**config.mk**
```make
export PLATFORM = sky130hd
export DESIGN_NAME = tlk_frame_rx
export DESIGN_NICKNAME = d
export VERILOG_FILES = /design/src/rtl/tlk_frame_rx.sv
export SDC_FILE = /design/constraint.sdc
export NUM_CORES = 1
export LEC_CHECK = 0
export ABC_AREA = 1
export CORE_MARGIN = 3
export CORE_UTILIZATION = 45
export CTS_CLUSTER_DIAMETER = 80
export DETAILED_ROUTE_END_ITERATION = 6
export GPL_ROUTABILITY_DRIVEN = 0
export SLEW_MARGIN = 20
export SYNTH_ARGS = -nofsm -noshare
export SYNTH_HDL_FRONTEND = slang
export SYNTH_SLANG_ARGS = --single-unit
```
**constraint.sdc**
```tcl
create_clock -name clk -period 2.6 [get_ports clk]
set_input_delay 0.52 -clock clk [delete_from_list [all_inputs] [get_ports clk]]
set_output_delay 0.52 -clock clk [all_outputs]
set_load 0.05 [all_outputs]
```
**src/rtl/tlk_frame_rx.sv**
```systemverilog
// TLK receive framer: hunts for SOF once the link is valid, checks frame length and
// checksum, and streams header/payload/trailer words through an output FIFO.
module tlk_frame_rx #(
    parameter int                DATA_W     = 16,
    parameter int                FRAME_LEN  = 64,
    parameter logic [DATA_W-1:0] SOF_WORD   = 16'hBC50,
    parameter int                FIFO_DEPTH = 16
) (
    input  logic              clk,
    input  logic              reset_n,
    input  logic              LIVE,
    input  logic              dval,
    input  logic              tlk_err,
    input  logic [DATA_W-1:0] tlk_rxd,
    input  logic [1:0]        tlk_rx_k,
    output logic [DATA_W-1:0] out_data,
    output logic              out_sof,
    output logic              out_eof,
    output logic              out_bad,
    output logic              out_valid,
    input  logic              out_ready,
    output logic [15:0]       frame_cnt,
    output logic [7:0]        err_cnt,
    output logic              fifo_ovf
);

    localparam int AW = $clog2(FIFO_DEPTH);
    localparam int CW = $clog2(FRAME_LEN + 1);
    localparam int EW = DATA_W + 3;

    typedef enum logic [2:0] {
        ST_IDLE    = 3'd0,
        ST_HUNT    = 3'd1,
        ST_HEADER  = 3'd2,
        ST_PAYLOAD = 3'd3,
        ST_TRAILER = 3'd4
    } state_t;

    state_t            state_r;
    state_t            state_nx_s;
    logic [DATA_W-1:0] rxd_r;
    logic [1:0]        k_r;
    logic              err_r;
    logic [DATA_W-1:0] sum_r;
    logic [CW-1:0]     cnt_r;
    logic [15:0]       frame_cnt_r;
    logic [7:0]        err_cnt_r;

    logic              sof_hit_s;
    logic              abort_s;
    logic              in_frame_s;
    logic              last_pay_s;
    logic              chk_bad_s;
    logic              push_s;
    logic              good_s;
    logic              bad_s;
    logic [EW-1:0]     push_entry_s;

    // FIFO entries are {bad, eof, sof, data}
    logic [EW-1:0]     mem_r [FIFO_DEPTH];
    logic [AW-1:0]     wr_ptr_r;
    logic [AW-1:0]     rd_ptr_r;
    logic [AW:0]       count_r;
    logic              full_s;
    logic              pop_s;
    logic              wr_en_s;
    logic              drop_s;
    logic [AW:0]       remain_s;
    logic [AW-1:0]     head_addr_s;
    logic [DATA_W-1:0] out_data_r;
    logic              out_sof_r;
    logic              out_eof_r;
    logic              out_bad_r;
    logic              out_valid_r;
    logic              fifo_ovf_r;

    assign sof_hit_s  = (rxd_r == SOF_WORD) && (k_r == 2'b01) && !err_r;
    assign abort_s    = (k_r != 2'b00) || err_r || !dval;
    assign in_frame_s = (state_r == ST_HEADER) || (state_r == ST_PAYLOAD) || (state_r == ST_TRAILER);
    assign last_pay_s = (cnt_r == CW'(FRAME_LEN - 1));
    assign chk_bad_s  = (rxd_r != sum_r);

    // Single input retiming stage for the TLK bus
    always_ff @(posedge clk or negedge reset_n) begin
        if (!reset_n) begin
            rxd_r <= {DATA_W{1'b0}};
            k_r   <= 2'b00;
            err_r <= 1'b0;
        end else if (!LIVE) begin
            rxd_r <= {DATA_W{1'b0}};
            k_r   <= 2'b00;
            err_r <= 1'b0;
        end else begin
            rxd_r <= tlk_rxd;
            k_r   <= tlk_rx_k;
            err_r <= tlk_err;
        end
    end

    // FSM state register
    always_ff @(posedge clk or negedge reset_n) begin
        if (!reset_n) begin
            state_r <= ST_IDLE;
        end else if (!LIVE) begin
            state_r <= ST_IDLE;
        end else begin
            state_r <= state_nx_s;
        end
    end

    // FSM next state; losing dval always returns to IDLE, otherwise an abort wins over length
    always_comb begin
        state_nx_s = state_r;
        case (state_r)
            ST_IDLE: begin
                if (dval) state_nx_s = ST_HUNT;
                else      state_nx_s = ST_IDLE;
            end
            ST_HUNT: begin
                if (!dval)          state_nx_s = ST_IDLE;
                else if (sof_hit_s) state_nx_s = ST_HEADER;
                else                state_nx_s = ST_HUNT;
            end
            ST_HEADER: begin
                if (!dval)        state_nx_s = ST_IDLE;
                else if (abort_s) state_nx_s = ST_HUNT;
                else              state_nx_s = ST_PAYLOAD;
            end
            ST_PAYLOAD: begin
                if (!dval)           state_nx_s = ST_IDLE;
                else if (abort_s)    state_nx_s = ST_HUNT;
                else if (last_pay_s) state_nx_s = ST_TRAILER;
                else                 state_nx_s = ST_PAYLOAD;
            end
            ST_TRAILER: begin
                if (!dval) state_nx_s = ST_IDLE;
                else       state_nx_s = ST_HUNT;
            end
            default: state_nx_s = ST_IDLE;
        endcase
    end

    // FSM outputs: FIFO push request and frame verdicts
    always_comb begin
        push_s       = 1'b0;
        push_entry_s = {EW{1'b0}};
        good_s       = 1'b0;
        bad_s        = 1'b0;
        if (in_frame_s && abort_s) begin
            push_s       = 1'b1;
            push_entry_s = {1'b1, 1'b1, 1'b0, {DATA_W{1'b0}}};
            bad_s        = 1'b1;
        end else begin
            case (state_r)
                ST_HEADER: begin
                    push_s       = 1'b1;
                    push_entry_s = {3'b001, rxd_r};
                end
                ST_PAYLOAD: begin
                    push_s       = 1'b1;
                    push_entry_s = {3'b000, rxd_r};
                end
                ST_TRAILER: begin
                    push_s       = 1'b1;
                    push_entry_s = {chk_bad_s, 2'b10, rxd_r};
                    good_s       = !chk_bad_s;
                    bad_s        = chk_bad_s;
                end
                default: begin
                    push_s = 1'b0;
                end
            endcase
        end
    end

    // Running checksum (header included) and payload word count
    always_ff @(posedge clk or negedge reset_n) begin
        if (!reset_n) begin
            sum_r <= {DATA_W{1'b0}};
            cnt_r <= {CW{1'b0}};
        end else if (!LIVE) begin
            sum_r <= {DATA_W{1'b0}};
            cnt_r <= {CW{1'b0}};
        end else if (state_r == ST_HEADER) begin
            sum_r <= rxd_r;
            cnt_r <= {CW{1'b0}};
        end else if (state_r == ST_PAYLOAD) begin
            sum_r <= sum_r + rxd_r;
            cnt_r <= cnt_r + CW'(1'b1);
        end else begin
            sum_r <= sum_r;
            cnt_r <= cnt_r;
        end
    end

    // Frame statistics survive a LIVE flush; only reset clears them
    always_ff @(posedge clk or negedge reset_n) begin
        if (!reset_n) begin
            frame_cnt_r <= 16'h0000;
            err_cnt_r   <= 8'h00;
        end else if (!LIVE) begin
            frame_cnt_r <= frame_cnt_r;
            err_cnt_r   <= err_cnt_r;
        end else begin
            if (good_s) frame_cnt_r <= frame_cnt_r + 16'h0001;
            if (bad_s && (err_cnt_r != 8'hFF)) err_cnt_r <= err_cnt_r + 8'h01;
        end
    end

    assign full_s      = (count_r == (AW + 1)'(FIFO_DEPTH));
    assign pop_s       = out_valid_r && out_ready;
    assign wr_en_s     = push_s && (!full_s || pop_s);
    assign drop_s      = push_s && full_s && !pop_s;
    assign remain_s    = count_r - (AW + 1)'(pop_s);
    assign head_addr_s = rd_ptr_r + AW'(pop_s);

    // FIFO storage
    always_ff @(posedge clk) begin
        if (wr_en_s) mem_r[wr_ptr_r] <= push_entry_s;
    end

    // FIFO pointers, overflow flag and the registered view of the head entry
    always_ff @(posedge clk or negedge reset_n) begin
        if (!reset_n) begin
            wr_ptr_r    <= {AW{1'b0}};
            rd_ptr_r    <= {AW{1'b0}};
            count_r     <= {(AW + 1){1'b0}};
            fifo_ovf_r  <= 1'b0;
            out_valid_r <= 1'b0;
            {out_bad_r, out_eof_r, out_sof_r, out_data_r} <= {EW{1'b0}};
        end else if (!LIVE) begin
            wr_ptr_r    <= {AW{1'b0}};
            rd_ptr_r    <= {AW{1'b0}};
            count_r     <= {(AW + 1){1'b0}};
            fifo_ovf_r  <= 1'b0;
            out_valid_r <= 1'b0;
            {out_bad_r, out_eof_r, out_sof_r, out_data_r} <= {EW{1'b0}};
        end else begin
            wr_ptr_r   <= wr_ptr_r + AW'(wr_en_s);
            rd_ptr_r   <= rd_ptr_r + AW'(pop_s);
            count_r    <= count_r + (AW + 1)'(wr_en_s) - (AW + 1)'(pop_s);
            fifo_ovf_r <= fifo_ovf_r | drop_s;
            // The head entry stays in storage until popped, so it counts against depth
            if (remain_s != {(AW + 1){1'b0}}) begin
                out_valid_r <= 1'b1;
                {out_bad_r, out_eof_r, out_sof_r, out_data_r} <= mem_r[head_addr_s];
            end else begin
                out_valid_r <= 1'b0;
                {out_bad_r, out_eof_r, out_sof_r, out_data_r} <= {EW{1'b0}};
            end
        end
    end

    assign out_data  = out_data_r;
    assign out_sof   = out_sof_r;
    assign out_eof   = out_eof_r;
    assign out_bad   = out_bad_r;
    assign out_valid = out_valid_r;
    assign frame_cnt = frame_cnt_r;
    assign err_cnt   = err_cnt_r;
    assign fifo_ovf  = fifo_ovf_r;

endmodule

```
---- After elaboration in Yosys (flattened, before gate mapping) ----
Memory sizes are Yosys's and may differ from the RTL's.
Cells that the tools add are included.
operators by class
  $add $sub $neg .......................... 9
  eq/ne operators ......................... 11
  muxes and demuxes ....................... 43
  bitwise gates (word level) .............. 1
  reductions and logical operators ........ 25
operators with widths
  cell                                                             number
  16-bit 2-to-1 mux                                                6
  19-bit case mux with 3 select lines                              1
  7-bit 2-to-1 mux                                                 3
  1-bit 2-to-1 mux                                                 19
  19-bit 2-to-1 mux                                                1
  16-bit by 1-bit adder with 16-bit output, second input constant  1
  16-bit adder                                                     1
  16-bit == test, second input constant                            1
  16-bit != test                                                   1
  3-bit 2-to-1 mux                                                 4
  3-bit case mux with 4 select lines                               1
  2-bit 2-to-1 mux                                                 5
  5-bit by 1-bit subtractor with 5-bit output                      2
  4-bit by 1-bit adder with 4-bit output                           2
  8-bit by 1-bit adder with 8-bit output, second input constant    1
  1-bit logical AND                                                8
  4-bit 2-to-1 mux                                                 2
  8-bit != test, second input constant                             1
  7-bit by 1-bit adder with 7-bit output, second input constant    1
  7-bit by 6-bit == test with 1-bit output, second input constant  1
  3-bit by 2-bit == test with 1-bit output, second input constant  2
  5-bit by 1-bit adder with 5-bit output                           1
  5-bit == test, second input constant                             1
  1-bit zero test                                                  5
  13 further kinds                                                 18
word-level totals
  register bits after elaboration ......... 103
  bits in writable memories ............... 304
  bits of input ports ..................... 24
  word-level logic and storage cells ...... 107
  memories ................................ 1
memories
  name   depth  bits a word  rd ports  clocked after memory_dff  write ports  line  RTL
  mem_r  16     19           1         0                         1            60    logic [EW-1:0] mem_r [FIFO_DEPTH];

---- Longest topological paths before layout ----
  depth after elaboration ................. 9
  mapped depth ............................ 15

---- Worst setup path before layout ----
OpenSTA, ideal clock, no wires.
  path type ............................... reg-to-reg
  from .................................... register out_valid_r (netlist: out_valid)
  to ...................................... memory mem_r[0][0] (netlist bit), enable pin
  setup time .............................. 395 ps
  arrival ................................. 2048 ps
  data required time ...................... 2205 ps
  setup slack ............................. 158 ps
  stages on the path, launching flop included .. 9
  buffers on the path ..................... 0
  cells stage by stage .................... dfrtp_1 nand2_1 inv_1 nor2_1 inv_1 nand2_1 inv_1 nand3_1 nor2_1
on the way
  word-level cells in the longest chain between the ends .. 5
RTL lines
  item                                    line  RTL
  from (decl)                             74    logic out_valid_r;
  from (signal assigned)                  229   out_valid_r <= 1'b0;
  from (signal assigned)                  236   out_valid_r <= 1'b0;
  from (signal assigned)                  245   out_valid_r <= 1'b1;
  1-bit logical AND                       211   assign pop_s = out_valid_r && out_ready;
  1-bit logical OR                        212   assign wr_en_s = push_s && (!full_s || pop_s);
  1-bit logical AND                       212
  1-bit 2-to-1 mux                        219   if (wr_en_s) mem_r[wr_ptr_r] <= push_entry_s;
  1-bit 2-to-1 mux (not written as such)  219
  to (decl)                               60
No other way between the ends.

---- Worst setup path in the final report ----
  from .................................... register state_r[1]
  to ...................................... register count_r[4]
on the way
  word-level cells in the longest chain between the ends .. 9
  elaborated cells between the ends (all ways) .. 13
  those cells by class .................... add/sub: 2; eq/ne: 3; mux: 3; reduce/logical: 5
RTL lines
  item                                                                              line  RTL
  from (decl)                                                                       39    state_t state_r;
  from (signal assigned)                                                            107   state_r <= state_nx_s;
  branches (longest 4 deep; another with 3-bit by 2-bit == test with 1-bit output)  -
  1-bit 2-to-1 mux *                                                                149   if (in_frame_s && abort_s) begin
  1-bit logical AND *                                                               212
  5-bit by 1-bit adder with 5-bit output *                                          241   count_r <= count_r + (AW + 1)'(wr_en_s) - (AW + 1)'(pop_s);
  5-bit by 1-bit subtractor with 5-bit output *                                     241
  5-bit 2-to-1 mux *                                                                231   end else if (!LIVE) begin
  to (signal assigned)                                                              227   count_r <= {(AW + 1){1'b0}};
  to (signal assigned)                                                              234   count_r <= {(AW + 1){1'b0}};
  to (signal assigned)                                                              241
  to (decl)                                                                         63    logic [AW:0] count_r;
Every way passes the cells marked *.
A chain may end at the register's enable or synchronous reset.

==> flow_metrics.tcl <==
set metrics [dict create \
    status "complete, no violations" \
    syn_nets 1827 \
    max_cap_viol_count 0 \
    met1_usage_pct 28.2 \
    r2r_start "state_r[1]$_DFF_PN0_" \
    row_count 73 \
    clock-sinks 407 \
    min_to "k_r[1]$_DFF_PN0_" \
    r2r_end "count_r[4]$_DFF_PN0_" \
    timing.fmax_mhz 413 \
    busiest_layer "met2" \
    coreArea_um2 40100 \
    cts_tree "yes" \
    yosysWarnings 0 \
    grtUsageTotal_pct 20.8 \
    syn2layout_area_growth_pct 19.7 \
    wl_per_cell_um 18.0 \
    routed_wl_um 44700 \
    synth_xor_area_share_pct 1.08 \
    htree_levels 2 \
    synth_top_family_by_area "simple AND/OR/NAND/NOR gates" \
    synth_edf_count 304 \
    drtIter0Drc 823 \
    synthDistinctLibCells 42 \
    path_buf_inv 2 \
    crit_slowest_cell "dfrtp_1" \
    synth.avg_cell_area_um2 10.4 \
    cp_top_family "adder cells" \
    tns_ps 0 \
    start_kind "flop" \
    period_needed_ps 2420 \
    synth_flop_cell "edfxtp_1" \
    cts_buffers 43 \
    hp-class "input port to flop" \
    synth_simple_gate_area_share_pct 14.6 \
    drive_gt1_share_pct 12.0 \
    antenna_left 0 \
    crit_fanout 5 \
    fill_cells 3442 \
    syn_inst 1770 \
    synth_seq_cells 407 \
    path_cells "nor2_4 -> nand2_4 -> nand2_4 -> nand2_1 -> ha_1 -> inv_1 -> ha_1 -> inv_1 -> fa_2 -> o21bai_1 -> a21oi_1 -> xor2_1 -> nor2_1" \
    die_area_um2 43500 \
    die_h_um 209 \
    vias 12800 \
    cts-root-buf "clkbuf_16" \
    drc 0 \
    worstHoldStart "tlk_rx_k[1]" \
    r2r_cells 13 \
    final_cell_mix "nand2_1, edfxtp_1, inv_1" \
    ioPinCount 69 \
    antenna_found_initial 0 \
    grt_pass1_wl_um 71100 \
    pre_cts_ws_ps -345 \
    fin_worst_skew_ps 12.5 \
    worst_pin_slew_ps 670 \
    synth.area.mux_share_pct 2.06 \
    io_buffers 68 \
    hold_depth 3 \
    start_util_pct 46.0 \
    worstSetupEndpointType "flop" \
    drtPass1Iterations 6 \
    dp.cells 2395 \
    die_w_um 209 \
    crit_arrival_ps 2860 \
    grt_max_degree 42 \
    dp_hpwl_um 28900 \
    nets 1977 \
    met3_usage_pct 3.88 \
    instances_no_fill 2479 \
    synthArstFlopShare_pct 25.3 \
    fin_ws_ps 176 \
    yosysSeqAreaShare_pct 63.4 \
    power.density_nw_per_um2 789 \
    clock_path_buffers 3 \
    synthAdderAreaFrac_pct 2.32 \
    cp_data_required_time_ps 3040 \
    path_clk_slew_ps 60 \
    power_leakage_nw 9.35 \
    grt_use_met2_pct 34.7 \
    final_common_cell "nand2_1" \
    ff2ff_setup_slack_ps 180 \
    fin_crit_sh_pct 93.2 \
    setup_viol 0 \
    routed_via_density 5.18 \
    synth_compound_area_share_pct 9.22 \
    crit_type "flop to flop" \
    hold_viol_final 0 \
    insertion_delay_ps 560 \
    grt_overflow_total 0 \
    grt_pass1_vias 12900 \
    synthesis.area_um2 18500 \
    ir_worst_vdd_mv 0.487 \
    slew_headroom_pct 55.3 \
    antennaDiodeCount 0 \
    cpPeakStageDelay_ps 460 \
    drv_slew 0 \
]
==> where the power goes <==
| group | switching (mW) | leakage (nW) | internal, mW |
|---|---|---|---|
| Combinational | 2.52 | 3.85 | 1.67 |
| Sequential | 0.141 | 4.81 | 7.11 |
| Clock | 2.50 | 0.680 | 3.49 |
| Total | 5.16 | 9.35 | 12.3 |
==> layer usage <==
metal	part of all wire [%]	wire length [um]
met1	43	19200
met2	48	21500
met3	6.3	2810
met4	2.6	1140
met5	0	0
==> worst reg2reg max path, stage by stage, from the launching register on <==
cell      delay (ps)
dfrtp_1          460
nor2_4           180
nand2_4          110
nand2_4          120
nand2_1           80
ha_1             290
inv_1             60
ha_1             160
inv_1             60
fa_2             360
o21bai_1         140
a21oi_1           80
xor2_1           140
nor2_1            60
==> worst max-delay path by stage <==
stage	from	end	depth (start not counted)
final	state_r[1]$_DFF_PN0_	count_r[4]$_DFF_PN0_	13
after CTS	count_r[3]$_DFF_PN0_	count_r[4]$_DFF_PN0_	15
after floorplan	out_valid$_DFF_PN0_	mem_r[0][0]$_DFFE_PP_	8
after global placement	out_ready	count_r[4]$_DFF_PN0_	15
after detailed placement	out_ready	count_r[4]$_DFF_PN0_	15
after global routing	count_r[3]$_DFF_PN0_	count_r[4]$_DFF_PN0_	15
==> sequential cells by signal, summed over array words and instances, names as in the netlist <==
| signal | cells |
|---|---|
| out_eof | 1 |
| cnt_r | 7 |
| out_data | 16 |
| rd_ptr_r | 4 |
| wr_ptr_r | 4 |
| fifo_ovf | 1 |
| state_r | 3 |
| rxd_r | 16 |
| k_r | 2 |
| sum_r | 16 |
| out_bad | 1 |
| frame_cnt | 16 |
| err_r | 1 |
| count_r | 5 |
| mem_r | 304 |
| err_cnt | 8 |
| out_valid | 1 |
| out_sof | 1 |
==> cells in the mapped netlist, types with 12 or more instances <==
master	n	share of area, %
a21oi_1	138	3.7
o211ai_1	50	2.0
nand4_1	27	0.92
ha_1	31	2.1
nor2_1	158	3.2
inv_1	244	5.0
edfxtp_1	304	49
clkbuf_1	26	0.53
buf_4	13	0.53
nand2_1	325	6.6
o21ai_1	12	0.33
nor3_1	27	0.73
o21ai_0	94	2.5
mux2i_1	38	2.1
nand3_1	78	2.1
buf_2	32	0.87
dfrtp_1	103	14
==> per-stage QoR <==
stage | util [%] | instance area [um2] | power, mW | hold WS (ps)
after floorplan | - | 18500 | 10.1 | 224
after CTS | 55.0 | 22000 | 17.6 | 448
final | 55.1 | 22100 | 17.4 | 479
after global routing | 55.1 | 22100 | 18.3 | 464
after detailed placement | 51.5 | 20700 | 11.6 | 471
after global placement | 51.5 | 20700 | 11.5 | 466
==> logic make-up (layout without fill, tap and decap cells) <==
group / Yosys count / in the layout
AOI/OAI and AO/OA: 306 / 306
xor gates and xnor gates: 21 / 21
adders and majority gates: 33 / 33
buffers and inverters: 330 / 514
DFF: 407 / 407
muxes: 38 / 38
and+or+nand+nor: 635 / 635
==> final cells by class <==
cell class              instances  area (um2)  area share, %
multi-input cells            1033        5470           24.8
repair buffers                181        1930           8.73
clock buffers                  56        1170           5.32
flip-flops and latches        407       11700           53.0
well taps                     525         657           2.97
inverters                     254         953           4.31
clock inverters                23         201          0.912
==> what timing repair did <==
item                       4_1_cts  5_1_grt
buffers inserted                 0        4
hold buffers                     1        0
setup endpoints to repair        0        2
gates resized for setup          0        6
hold endpoints to repair        22        0
No activity file was read; power rests on OpenSTA's default activity.
